`src/rtl/seg7_pkg.sv`:
```
// seg7_pkg: shared definitions for the 7-segment scan driver.
//   SEG_BLANK  - all segments off (active-low)
//   SEG_TABLE  - hex 0..F to active-low {g,f,e,d,c,b,a} patterns
//   hex_to_seg - table lookup helper
//   scan_state_e - IDLE/SCAN encoding of the scan FSM
package seg7_pkg;

    localparam logic [6:0] SEG_BLANK = 7'h7F;

    // Index 15 first so SEG_TABLE[n] is the pattern for hex n.
    localparam logic [15:0][6:0] SEG_TABLE = {
        7'h0E, 7'h06, 7'h21, 7'h46, 7'h03, 7'h08, 7'h18, 7'h00,
        7'h78, 7'h02, 7'h12, 7'h19, 7'h30, 7'h24, 7'h79, 7'h40
    };

    typedef enum logic {
        ST_IDLE = 1'b0,
        ST_SCAN = 1'b1
    } scan_state_e;

    function automatic logic [6:0] hex_to_seg(input logic [3:0] hex);
        return SEG_TABLE[hex];
    endfunction

endpackage

```
`src/rtl/seg7_decode.sv`:
```
// seg7_decode: combinational hex nibble to active-low segment decoder.
//   hex  in  4  nibble to display
//   segs out 7  active-low {g,f,e,d,c,b,a}
module seg7_decode
    import seg7_pkg::*;
(
    input  logic [3:0] hex,
    output logic [6:0] segs
);

    assign segs = hex_to_seg(hex);

endmodule

```
`src/rtl/seg7_scan_driver.sv`:
```
// seg7_scan_driver: time-multiplexed driver for a common-anode 7-segment
// display. One digit is lit per refresh tick; the input value is captured
// once per frame so a frame never mixes old and new digits.
//   clk        in   system clock
//   reset      in   asynchronous, active-high reset
//   enable     in   1 = scan, 0 = display dark
//   value      in   4*NUM_DIGITS hex nibbles, [3:0] = digit 0 (rightmost)
//   dp_in      in   NUM_DIGITS decimal-point requests
//   anode      out  active-low digit select
//   segs       out  active-low {g,f,e,d,c,b,a}
//   dp         out  active-low decimal point
//   frame_done out  one-cycle pulse on wrap from last digit to digit 0
// Optional feature: define LZ_BLANK_EN for leading-zero blanking.
module seg7_scan_driver
    import seg7_pkg::*;
#(
    parameter int NUM_DIGITS = 4,
    parameter int CLK_HZ     = 100000000,
    parameter int SCAN_HZ    = 1000
) (
    input  logic                      clk,
    input  logic                      reset,
    input  logic                      enable,
    input  logic [4*NUM_DIGITS-1:0]   value,
    input  logic [NUM_DIGITS-1:0]     dp_in,
    output logic [NUM_DIGITS-1:0]     anode,
    output logic [6:0]                segs,
    output logic                      dp,
    output logic                      frame_done
);

    localparam int TICK_DIV = CLK_HZ / SCAN_HZ;
    localparam int CNT_W    = (TICK_DIV >= 2) ? $clog2(TICK_DIV) : 1;
    localparam int IDX_W    = (NUM_DIGITS > 1) ? $clog2(NUM_DIGITS) : 1;
    localparam logic [CNT_W-1:0] CNT_MAX = CNT_W'(TICK_DIV - 1);
    localparam logic [IDX_W-1:0] IDX_MAX = IDX_W'(NUM_DIGITS - 1);

    if (TICK_DIV < 2) begin : g_bad_tick
        $error("seg7_scan_driver: CLK_HZ/SCAN_HZ must be at least 2");
    end
    if (NUM_DIGITS < 1 || NUM_DIGITS > 8) begin : g_bad_digits
        $error("seg7_scan_driver: NUM_DIGITS must be 1..8");
    end

    scan_state_e                state_q, state_d;
    logic [CNT_W-1:0]           cnt_q, cnt_d;
    logic [IDX_W-1:0]           idx_q, idx_d;
    logic [4*NUM_DIGITS-1:0]    snap_val_q, snap_val_d;
    logic [NUM_DIGITS-1:0]      snap_dp_q, snap_dp_d;
    logic [NUM_DIGITS-1:0]      anode_q, anode_d;
    logic [6:0]                 segs_q, segs_d;
    logic                       dp_q, dp_d;
    logic                       fd_q, fd_d;

    logic                       tick, wrap;
    logic [3:0]                 cur_nib;
    logic                       cur_dp, cur_lz, blank;
    logic [6:0]                 cur_seg;

    // Scan FSM, prescaler and snapshot.
    always_comb begin
        state_d    = state_q;
        cnt_d      = cnt_q;
        idx_d      = idx_q;
        snap_val_d = snap_val_q;
        snap_dp_d  = snap_dp_q;
        fd_d       = 1'b0;
        tick       = 1'b0;
        wrap       = 1'b0;
        if (!enable || state_q == ST_IDLE) begin
            // Idle keeps the snapshot live so a (re)start shows the current value.
            state_d    = enable ? ST_SCAN : ST_IDLE;
            cnt_d      = '0;
            idx_d      = '0;
            snap_val_d = value;
            snap_dp_d  = dp_in;
        end else begin
            tick  = (cnt_q == CNT_MAX);
            cnt_d = tick ? '0 : cnt_q + CNT_W'(1);
            if (tick) begin
                wrap  = (idx_q == IDX_MAX);
                idx_d = wrap ? '0 : idx_q + IDX_W'(1);
                if (wrap) begin
                    snap_val_d = value;
                    snap_dp_d  = dp_in;
                    fd_d       = 1'b1;
                end
            end
        end
    end

`ifdef LZ_BLANK_EN
    // lead_zero[i]: nibble i and every nibble above it are zero.
    logic [NUM_DIGITS-1:0] lead_zero;
    always_comb begin
        logic run;
        run       = 1'b1;
        lead_zero = '0;
        for (int i = NUM_DIGITS - 1; i >= 0; i--) begin
            run          = run & (snap_val_d[4*i +: 4] == 4'h0);
            lead_zero[i] = run;
        end
    end
`endif

    // Select the digit that will be driven after this edge. Outputs are
    // built from the next-state snapshot so a wrap shows the new frame at once.
    always_comb begin
        cur_nib = 4'h0;
        cur_dp  = 1'b0;
        cur_lz  = 1'b0;
        for (int i = 0; i < NUM_DIGITS; i++) begin
            if (idx_d == IDX_W'(i)) begin
                cur_nib = snap_val_d[4*i +: 4];
                cur_dp  = snap_dp_d[i];
`ifdef LZ_BLANK_EN
                cur_lz  = lead_zero[i] && (i != 0);
`endif
            end
        end
        // A requested decimal point keeps its digit visible.
        blank = cur_lz && !cur_dp;
    end

    seg7_decode u_decode (
        .hex  (cur_nib),
        .segs (cur_seg)
    );

    always_comb begin
        anode_d = '1;
        segs_d  = SEG_BLANK;
        dp_d    = 1'b1;
        if (state_d == ST_SCAN && !blank) begin
            for (int i = 0; i < NUM_DIGITS; i++) begin
                if (idx_d == IDX_W'(i)) anode_d[i] = 1'b0;
            end
            segs_d = cur_seg;
            dp_d   = ~cur_dp;
        end
    end

    always_ff @(posedge clk or posedge reset) begin
        if (reset) begin
            state_q    <= ST_IDLE;
            cnt_q      <= '0;
            idx_q      <= '0;
            snap_val_q <= '0;
            snap_dp_q  <= '0;
            anode_q    <= '1;
            segs_q     <= SEG_BLANK;
            dp_q       <= 1'b1;
            fd_q       <= 1'b0;
        end else begin
            state_q    <= state_d;
            cnt_q      <= cnt_d;
            idx_q      <= idx_d;
            snap_val_q <= snap_val_d;
            snap_dp_q  <= snap_dp_d;
            anode_q    <= anode_d;
            segs_q     <= segs_d;
            dp_q       <= dp_d;
            fd_q       <= fd_d;
        end
    end

    assign anode      = anode_q;
    assign segs       = segs_q;
    assign dp         = dp_q;
    assign frame_done = fd_q;

endmodule

```
`config.mk`:
```
export PLATFORM = sky130hd
export DESIGN_NAME = seg7_scan_driver
export DESIGN_NICKNAME = d
export VERILOG_FILES = /design/src/rtl/seg7_pkg.sv /design/src/rtl/seg7_decode.sv /design/src/rtl/seg7_scan_driver.sv
export SDC_FILE = /design/constraint.sdc
export NUM_CORES = 1
export LEC_CHECK = 0
export BUFFER_PORTS_ARGS = -buffer_cell sky130_fd_sc_hd__clkbuf_2
export CAP_MARGIN = 20
export CORE_UTILIZATION = 25
export CTS_CLUSTER_DIAMETER = 30
export DETAILED_ROUTE_END_ITERATION = 8
export PLACE_DENSITY = 0.5
export SKIP_LAST_GASP = 1
export SYNTH_ARGS = -nofsm -noshare
export SYNTH_HDL_FRONTEND = slang
export SYNTH_SLANG_ARGS = --single-unit
```
`constraint.sdc`:
```
create_clock -name clk -period 6.51 [get_ports clk]
set_input_delay 0.3255 -clock clk [delete_from_list [all_inputs] [get_ports clk]]
set_output_delay 0.3255 -clock clk [all_outputs]
set_load 0.05 [all_outputs]
```
==> impl_metrics.yaml <==
layout:
  diodes: 0
  fin_nets: 295
  area_growth_pct: 13.7
  final_layout_size_suffix_gt1_share_pct: 31.6
  final_common_cell: "dfrtp_1"
  fin_util_pct: 29.9
  mostFrequentLayoutCells: "dfrtp_1, clkbuf_2, nand2_1, nor2_1"
  final_area_um2: 2970
power:
  p_int_uw: 456
  power_uw: 624
  combPwrFrac_pct: 14.7
  p_sw_share_pct: 26.9
  p_leak_nw: 1.27
  ir_drop_mv: 0.0944
  switching_power_uw: 168
  power_density_nw_per_um2: 210
  clock_power_share_pct: 28.6
  p_seq_share_pct: 56.8
yosys:
  yosys.cell_types.count: 44
  synth_nets: 261
  synth_ff_type: "dfrtp_1"
  yosys.area_share.simple_pct: 15.3
  synth_compound_area_share_pct: 10.8
  synth_edf_count: 0
  synth-seq-cells: 53
  synth-xor-area-share_pct: 3.69
  ys_seq_area_share_pct: 51.3
  synthesis.instances: 231
  async_flop_share_pct: 100
  muxShareOfSynthArea_pct: 10.8
  synthAdderAreaFrac_pct: 3.35
  synthesis.area_per_instance_um2: 11.3
  yosysWarnings: 0
  synth_area_um2: 2610
  synth_top_family_by_area: "simple AND/OR/NAND/NOR gates"
grt:
  grt-ovfl-total: 0
  track_usage_pct: 10.1
  grt_max_degree: 54
  antenna_found_initial: 0
  grt_pass1_wl_um: 8960
  grt_pass1_vias: 1788
clock_network:
  root_buffer: "clkbuf_8"
  htree_levels: 2
  cts_tree: "built"
  cts_setup_buffers: 0
  numCtsBuffers: 5
  ctsLongestPathBuffers: 2
  insertion_delay_ps: 300
  path_clk_slew_ps: 100
  cts_hold_buf: 0
  cts.sinks: 53
  cts_resized: 0
placed_design:
  portBuffers: 35
  dp_hpwl_um: 3710
  placed_area_um2: 2890
  gp_congestion: 0.775
  dp_slack_ps: 2790
die:
  coreArea_um2: 9950
  ios: 36
  die_y_um: 104
  start_util_pct: 26.3
  std_cell_rows: 36
  dieArea_um2: 10900
  die_x_um: 104
critical_path:
  crit_path_start_kind: "flip-flop"
  crit_chain: "ha_1 > and4_4 > and4_4 > a21oi_4 > mux2_2 > o221ai_1 > inv_1 > ha_1 > inv_1 > a21oi_1 > a2111oi_0 > a31oi_1"
  critical_path_peak_fanout: 22
  required_ps: 6730
  path_buf_inv: 2
  cp_top_family: "compound AO/OA/AOI/OAI gates"
  arrival_ps: 3910
  slowest_delay_ps: 640
  crit_slowest_cell: "a21oi_4"
  crit_type: "flip-flop to flip-flop"
  cp-end-kind: "flip-flop"
min_path:
  hp-class: "input port to asynchronous set/reset pin"
timing:
  slew_headroom_pct: 47.3
  worst_slack_ps: 2820
  fmax_mhz: 271
  min_period_over_period_pct: 56.7
  worst_pin_slew_ps: 788
  hold_viol: 0
  maxSlewViolCount: 0
  fin_setup_tns_ps: 0
  finalCriticalPeriod_ps: 3690
  finalClockSkew_ps: 10.4
  setup_viol: 0
  rsz0062_at_grt: "no"
drt:
  vias: 1769
  drt-pass1-iter-count: 4
  viasPerCell: 4.43
  wl_per_cell_um: 12.8
  drt-initial-drc-count: 68
  drc: 0
  drt_wl_total_um: 5100
  drtAntennaViolNets: 0
job:
  maxCapViolations: 0
outcome:
  status: "finished, final reports clean"
==> path summary, 6_finish.rpt <==
kind | startpoint | to | slack (ps) | depth (start not counted)
max | cnt_q[0] | segs[0] | 2820 | 12
min | reset | cnt_q[16] | 160 | 3
max reg2reg | cnt_q[0] | segs[0] | 2820 | 12
min reg2reg | cnt_q[0] | cnt_q[0] | 490 | 1
max in group asynchronous | reset | cnt_q[3] | 5880 | 3
min in group clk | value[9] | snap_val_q[9] | 270 | 3
==> cells in the mapped netlist, drive strengths merged, types with 3 or more instances <==
master    n  share of area (%)
dfrtp    41                 39
nand2    20                2.9
nor2     18                2.6
mux2     16                7.3
inv      14                2.0
dfstp    12                 12
a21oi    10                2.3
mux2i     9                3.4
xor2      9                3.0
nand3     8                1.5
o21ai     8                1.5
ha        7                3.4
buf       6                2.3
and3      5                1.3
and2      4               0.96
nand4     4               0.96
o221ai    4                1.3
or3       4               0.96
a2bb2oi   3                1.0
clkbuf    3               0.43
==> through the flow <==
| step | instances | hold slack, ps |
|---|---|---|
| after CTS | 399 | 211 |
| after floorplan | 231 | 450 |
| after global routing | 399 | 227 |
| after global placement | 391 | 463 |
| final | 399 | 165 |
| after detailed placement | 391 | 479 |
==> cell families (layout without fill, tap and decap cells) <==
family          after synthesis  in the layout
simple gates                 73             73
flops                        53             53
compound gates               39             39
mux                          25             25
buf+inv                      23             58
xor+xnor                     11             11
fa+ha+maj                     7              7
==> state kept, by name (all words and copies together), names as in the netlist <==
| register | flops |
|---|---|
| state_q | 1 |
| snap_val_q | 16 |
| snap_dp_q | 4 |
| segs | 7 |
| idx_q | 2 |
| anode | 4 |
| cnt_q | 17 |
| dp | 1 |
| frame_done | 1 |
==> power by group through the flow <==
| stage | sequential (mW) | clock, mW | combinational [mW] |
|---|---|---|---|
| final | 0.354 | 0.178 | 0.0916 |
| after global routing | 0.357 | 0.202 | 0.102 |
| after CTS | 0.355 | 0.188 | 0.0933 |
| after detailed placement | 0.361 | 0 | 0.0931 |
| after global placement | 0.361 | 0 | 0.0926 |
| after floorplan | 0.381 | 0 | 0.0512 |
==> worst min-delay path, stage by stage <==
cell and delay [ps]:
clkbuf_2 90, inv_2 30, buf_4 510
==> area by class of cell <==
cell class / instances / area, µm²
Tap cell: 133 / 166
Clock inverter: 2 / 10.0
Inverter: 14 / 52.6
Clock buffer: 6 / 72.6
Sequential cell: 53 / 1340
Fill cell: 1038 / 6980
Timing Repair Buffer: 36 / 183
Multi-Input combinational cell: 155 / 1150
==> metal layers <==
layer | vias up | wire [µm] | GRT usage (%)
li1 | 879 | - | -
met1 | 864 | 2750 | 14.7
met2 | 24 | 2180 | 15.4
met3 | 2 | 157 | 2.38
met4 | 0 | 19 | 1.84
met5 | - | 0 | 0
(Power assumes the default switching activity.)
